`src/rtl/snax_exercise_pkg.sv`:
```
// rtl/snax_exercise_pkg.sv - shared types and constants for the exercise accumulator
package snax_exercise_pkg;

  // Width of the PE result stream and of the accumulated sum.
  localparam int unsigned ExerciseResWidth = 128;

  typedef enum logic [1:0] {
    IDLE = 2'd0,
    ACC  = 2'd1,
    OUT  = 2'd2
  } acc_state_e;

endpackage

```
`src/rtl/snax_exercise_acc.sv`:
```
// rtl/snax_exercise_acc.sv - output-stationary accumulator behind the exercise dot-product PE
module snax_exercise_acc
  import snax_exercise_pkg::*;
#(
  parameter int unsigned DataWidth    = 64,
  parameter int unsigned RegDataWidth = 32
) (
  input  logic                      clk_i,
  input  logic                      rst_i,
  input  logic [2*DataWidth-1:0]    in_i,
  input  logic                      in_valid_i,
  output logic                      in_ready_o,
  output logic                      acc_ready_o,
  input  logic                      start_i,
  input  logic [RegDataWidth-1:0]   acc_len_i,
  output logic [2*DataWidth-1:0]    res_o,
  output logic                      res_valid_o,
  input  logic                      res_ready_i,
  output logic                      busy_o,
  output logic                      done_o
);

  acc_state_e              state_q, state_d;
  logic [2*DataWidth-1:0]  acc_q, acc_d;
  logic [RegDataWidth-1:0] cnt_q, cnt_d;
  logic [RegDataWidth-1:0] len_q, len_d;
  logic                    done_q, done_d;

  // Next-state logic: job sequencing, accumulation and the completion pulse.
  always_comb begin
    state_d = state_q;
    acc_d   = acc_q;
    cnt_d   = cnt_q;
    len_d   = len_q;
    done_d  = 1'b0;
    unique case (state_q)
      IDLE: begin
        if (start_i) begin
          if (acc_len_i != '0) begin
            len_d   = acc_len_i;
            acc_d   = '0;
            cnt_d   = '0;
            state_d = ACC;
          end else begin
            // Empty job: report completion without producing a result.
            done_d = 1'b1;
          end
        end
      end
      ACC: begin
        // in_ready_o is 1 in this state, so in_valid_i alone marks a handshake.
        if (in_valid_i) begin
          acc_d = acc_q + in_i;
          cnt_d = cnt_q + RegDataWidth'(1);
          if (cnt_q == len_q - RegDataWidth'(1)) begin
            state_d = OUT;
          end
        end
      end
      OUT: begin
        if (res_ready_i) begin
          state_d = IDLE;
          done_d  = 1'b1;
        end
      end
      default: state_d = IDLE;
    endcase
  end

  // State registers with synchronous active-high reset.
  always_ff @(posedge clk_i) begin
    if (rst_i) begin
      state_q <= IDLE;
      acc_q   <= '0;
      cnt_q   <= '0;
      len_q   <= '0;
      done_q  <= 1'b0;
    end else begin
      state_q <= state_d;
      acc_q   <= acc_d;
      cnt_q   <= cnt_d;
      len_q   <= len_d;
      done_q  <= done_d;
    end
  end

  // Readies are pure state decodes: the PE's valid depends on them combinationally.
  assign in_ready_o  = (state_q == ACC);
  assign acc_ready_o = (state_q == ACC);
  assign res_valid_o = (state_q == OUT);
  assign busy_o      = (state_q != IDLE);
  assign done_o      = done_q;
  assign res_o       = acc_q;

endmodule

```
`config.mk`:
```
export PLATFORM = sky130hd
export DESIGN_NAME = snax_exercise_acc
export DESIGN_NICKNAME = d
export VERILOG_FILES = /design/src/rtl/snax_exercise_pkg.sv /design/src/rtl/snax_exercise_acc.sv
export SDC_FILE = /design/constraint.sdc
export NUM_CORES = 1
export LEC_CHECK = 0
export ABC_CLOCK_PERIOD_IN_PS = 7420
export CORE_ASPECT_RATIO = 1.1
export CORE_UTILIZATION = 58
export CTS_CLUSTER_DIAMETER = 150
export CTS_CLUSTER_SIZE = 8
export DETAILED_ROUTE_END_ITERATION = 7
export PLACE_DENSITY_LB_ADDON = 0.15
export SETUP_SLACK_MARGIN = 0.15
export SKIP_CTS_REPAIR_TIMING = 1
export SYNTH_ARGS = -nofsm -noshare
export SYNTH_HDL_FRONTEND = slang
export SYNTH_SLANG_ARGS = --single-unit
```
`constraint.sdc`:
```
create_clock -name clk_i -period 7.42 [get_ports clk_i]
set_input_delay 1.113 -clock clk_i [delete_from_list [all_inputs] [get_ports clk_i]]
set_output_delay 1.113 -clock clk_i [all_outputs]
set_load 0.05 [all_outputs]
```
==> qor.yml <==
run_status:
  status: "complete, no violations"
placement:
  dpl_worst_slack_ps: 1986
  dp.final_hpwl_microns: 40230
  numPortBuffers: 297
  gp_congestion: 1.062
die:
  start_util_pct: 59.61
  num_rows: 62
  ios: 298
  core_area_sq_um: 26380
  die_area_sq_um: 27770
  die_x_microns: 159.0
  die_h_microns: 174.7
worst_setup_path:
  crit_fanout: 4
  critPathMaxStageDelay_ps: 540
  rrSetupSlack_ps: 3060
  cp.arrival_ps: 5430
  r2r_cells: 13
  worst_path_max_delay_cell: "a21oi_1"
  worstReg2RegEnd: "res_o[119]"
  startpoint_type: "input port"
  end_kind: "register"
  path_cells: "clkdlybuf4s50_1 -> ha_1 -> a211oi_1 -> o21ai_0 -> o21a_1 -> o31ai_1 -> nor2_1 -> o21ai_0 -> and2_1 -> o21ai_0 -> a21oi_1 -> o211ai_1 -> xnor2_1 -> o21ai_0"
  critPathMostFrequentCell: "o21ai_0"
  worstPathRequired_ps: 7740
  path_class: "input port to register"
  worstReg2RegStart: "res_o[1]"
layout:
  final_common_cell: "clkdlybuf4s50_1"
  n_antenna_cell: 0
  layout_common_cells: "clkdlybuf4s50_1, nand2_1, a21oi_1"
  finish.utilization_pct: 73.20
  nNetsFinal: 2644
  syn_to_final_growth_pct: 22.79
  final_layout_size_suffix_gt1_share_pct: 2.880
timing:
  fin_skew_ps: 11.90
  slew_violations: 0
  fin_crit_ps: 5114
  finalSetupViolCount: 0
  fin_crit_sh_pct: 68.92
  fin_tns_setup_ps: 0
  fmax_mhz: 195.5
  relSlewSlack_pct: 17.70
  worst_slack_ps: 2306
  final-hold-violation-count: 0
  fin_hold_ws_ps: 484.7
  worst_pin_slew_ps: 1233
  rsz0062_at_grt: "no"
route:
  drt-initial-drc-count: 1537
  drc: 0
  vias: 17190
  drtAntennaViolNets: 0
  first_pass_iters: 8
  routedWlPerCell_microns: 19.25
  viasPerCell: 6.338
  drt_wl_total_microns: 52210
clock_network:
  clk_latency_ps: 460
  cts_buffer_depth: 2
  cts_tree: "yes"
  cts_made_buffers: 17
  cts_sinks: 195
  h-tree-depth: 4
  cts_root_buf: "clkbuf_16"
  clk_pin_slew_ps: 70
yosys:
  synth_area_sq_um: 15720
  synth_top_area_share_pct: 24.83
  synth-seq-area-share_pct: 24.83
  synth-main-ff-cell: "dfxtp_1"
  syn_inst: 2146
  syn_avg_cell_area_sq_um: 7.326
  ys_warn_count: 0
  async_reset_ff_share_pct: 0
  yosysUniqueCellTypes: 75
  synth-edff-count: 0
  synth.ff_latch_count: 195
  synth_nets: 2441
  synth_area_leader_cell: "dfxtp_1"
  synthTopCellsByArea: "dfxtp_1, ha_1, a21oi_1, nand2_1, xnor2_1"
power:
  p_per_area_nw_per_um2: 161.1
  power_leakage_nw: 7.645
  peakVddDrop_mv: 0.1909
  clkPwrFrac_pct: 31.4
  p_int_mw: 1.963
  p_switching_mw: 1.147
  p_sw_share_pct: 36.88
  seqPwrFrac_pct: 36.7
  pwr-share-comb_pct: 31.9
global_routing:
  grt_pass1_wl_microns: 82770
  grt-ovfl-total: 0
  antenna_found_initial: 2
  grt_max_degree: 80
  grtUsageTotal_pct: 36.58
  first_global_vias: 16100
worst_hold_path:
  holdCritStartpoint: "len_q[31]"
  whs_endpoint: "len_q[31]"
  hold_class: "register to register"
  min_path_cells: 2
run:
  cap_violations: 0
[through the flow]
stage | instances | total power [mW] | cell area (sq um)
floorplan | 2146 | 1.813 | 15720
global placement | 2682 | 2.118 | 18700
detailed placement | 2682 | 2.130 | 18700
CTS | 2713 | 3.093 | 19310
global route | 2713 | 3.232 | 19310
finish | 2713 | 3.111 | 19310
[final cells by class]
cell class | count | area (sq um)
tap | 352 | 440.4
clock buffer | 18 | 439.2
fill | 2153 | 7069
timing repair buffer | 305 | 3030
clock inverter | 13 | 165.2
sequential | 195 | 3904
multi-input combinational | 1780 | 11140
inverter | 50 | 187.7
[flip-flops by register name, summed over array words and instances (netlist names)]
register,flops
res_o,128
cnt_q,32
len_q,32
state_q,2
done_o,1
[logic make-up (layout without fill, tap and decap cells)]
family	after synthesis	after routing	share of synthesized area, %
compound gates	718	718	27.85
fa+ha+maj	130	130	10.39
mux	11	11	0.7083
simple gates	741	741	21.78
flops	195	195	24.83
xor+xnor	180	180	10.03
buf+inv	171	386	4.409
[power by group through the flow]
| stage | Combinational (mW) | Clock, mW | Sequential (mW) |
|---|---|---|---|
| 2_1_floorplan | 0.560 | 0 | 1.25 |
| 3_3_place_gp | 0.955 | 0 | 1.16 |
| 3_5_place_dp | 0.966 | 0 | 1.16 |
| 4_1_cts | 0.974 | 0.979 | 1.14 |
| 5_1_grt | 1.07 | 1.02 | 1.15 |
| 6_report | 0.991 | 0.977 | 1.14 |
[routing by layer]
layer,GRT usage (%),part of all wire (%),up-vias
met5,0,0.042,-
met1,47.75,42,7998
met2,59.81,45,900
met3,6.148,8.5,136
met4,15.02,3.5,4
li1,-,-,8156
[synth_stat cells (18+ instances only)]
| cell | instances |
|---|---|
| or3_1 | 23 |
| xnor2_1 | 110 |
| a31oi_1 | 18 |
| o21a_1 | 18 |
| inv_1 | 50 |
| clkbuf_1 | 111 |
| a21o_1 | 55 |
| a22oi_1 | 62 |
| nand4_1 | 64 |
| nand2_1 | 289 |
| nor4_1 | 22 |
| o21ai_0 | 167 |
| dfxtp_1 | 195 |
| xor2_1 | 70 |
| o21bai_1 | 38 |
| a21oi_1 | 260 |
| nor3_1 | 34 |
| nand3_1 | 45 |
| ha_1 | 129 |
| nor2_1 | 187 |
[critical path: cells and delay by family]
family                     cells  cell delay (ps)
and+or+nand+nor                2              490
xor gates and xnor gates       1              170
AOI/OAI and AO/OA              9             2870
adders and majority gates      1              330
buffers and inverters          1              450
[worst max path at each step]
stage / depth (start not counted) / slack [ps] / endpoint / start
floorplan: 14 / 3170 / res_o[124] / in_i[0]
global placement: 14 / 2140 / res_o[122] / in_i[31]
detailed placement: 15 / 1990 / res_o[124] / in_i[0]
CTS: 15 / 2460 / res_o[124] / in_i[0]
global route: 15 / 2060 / res_o[124] / in_i[0]
finish: 14 / 2310 / res_o[119] / in_i[1]
Note: power is estimated with default switching activity, not from simulation.
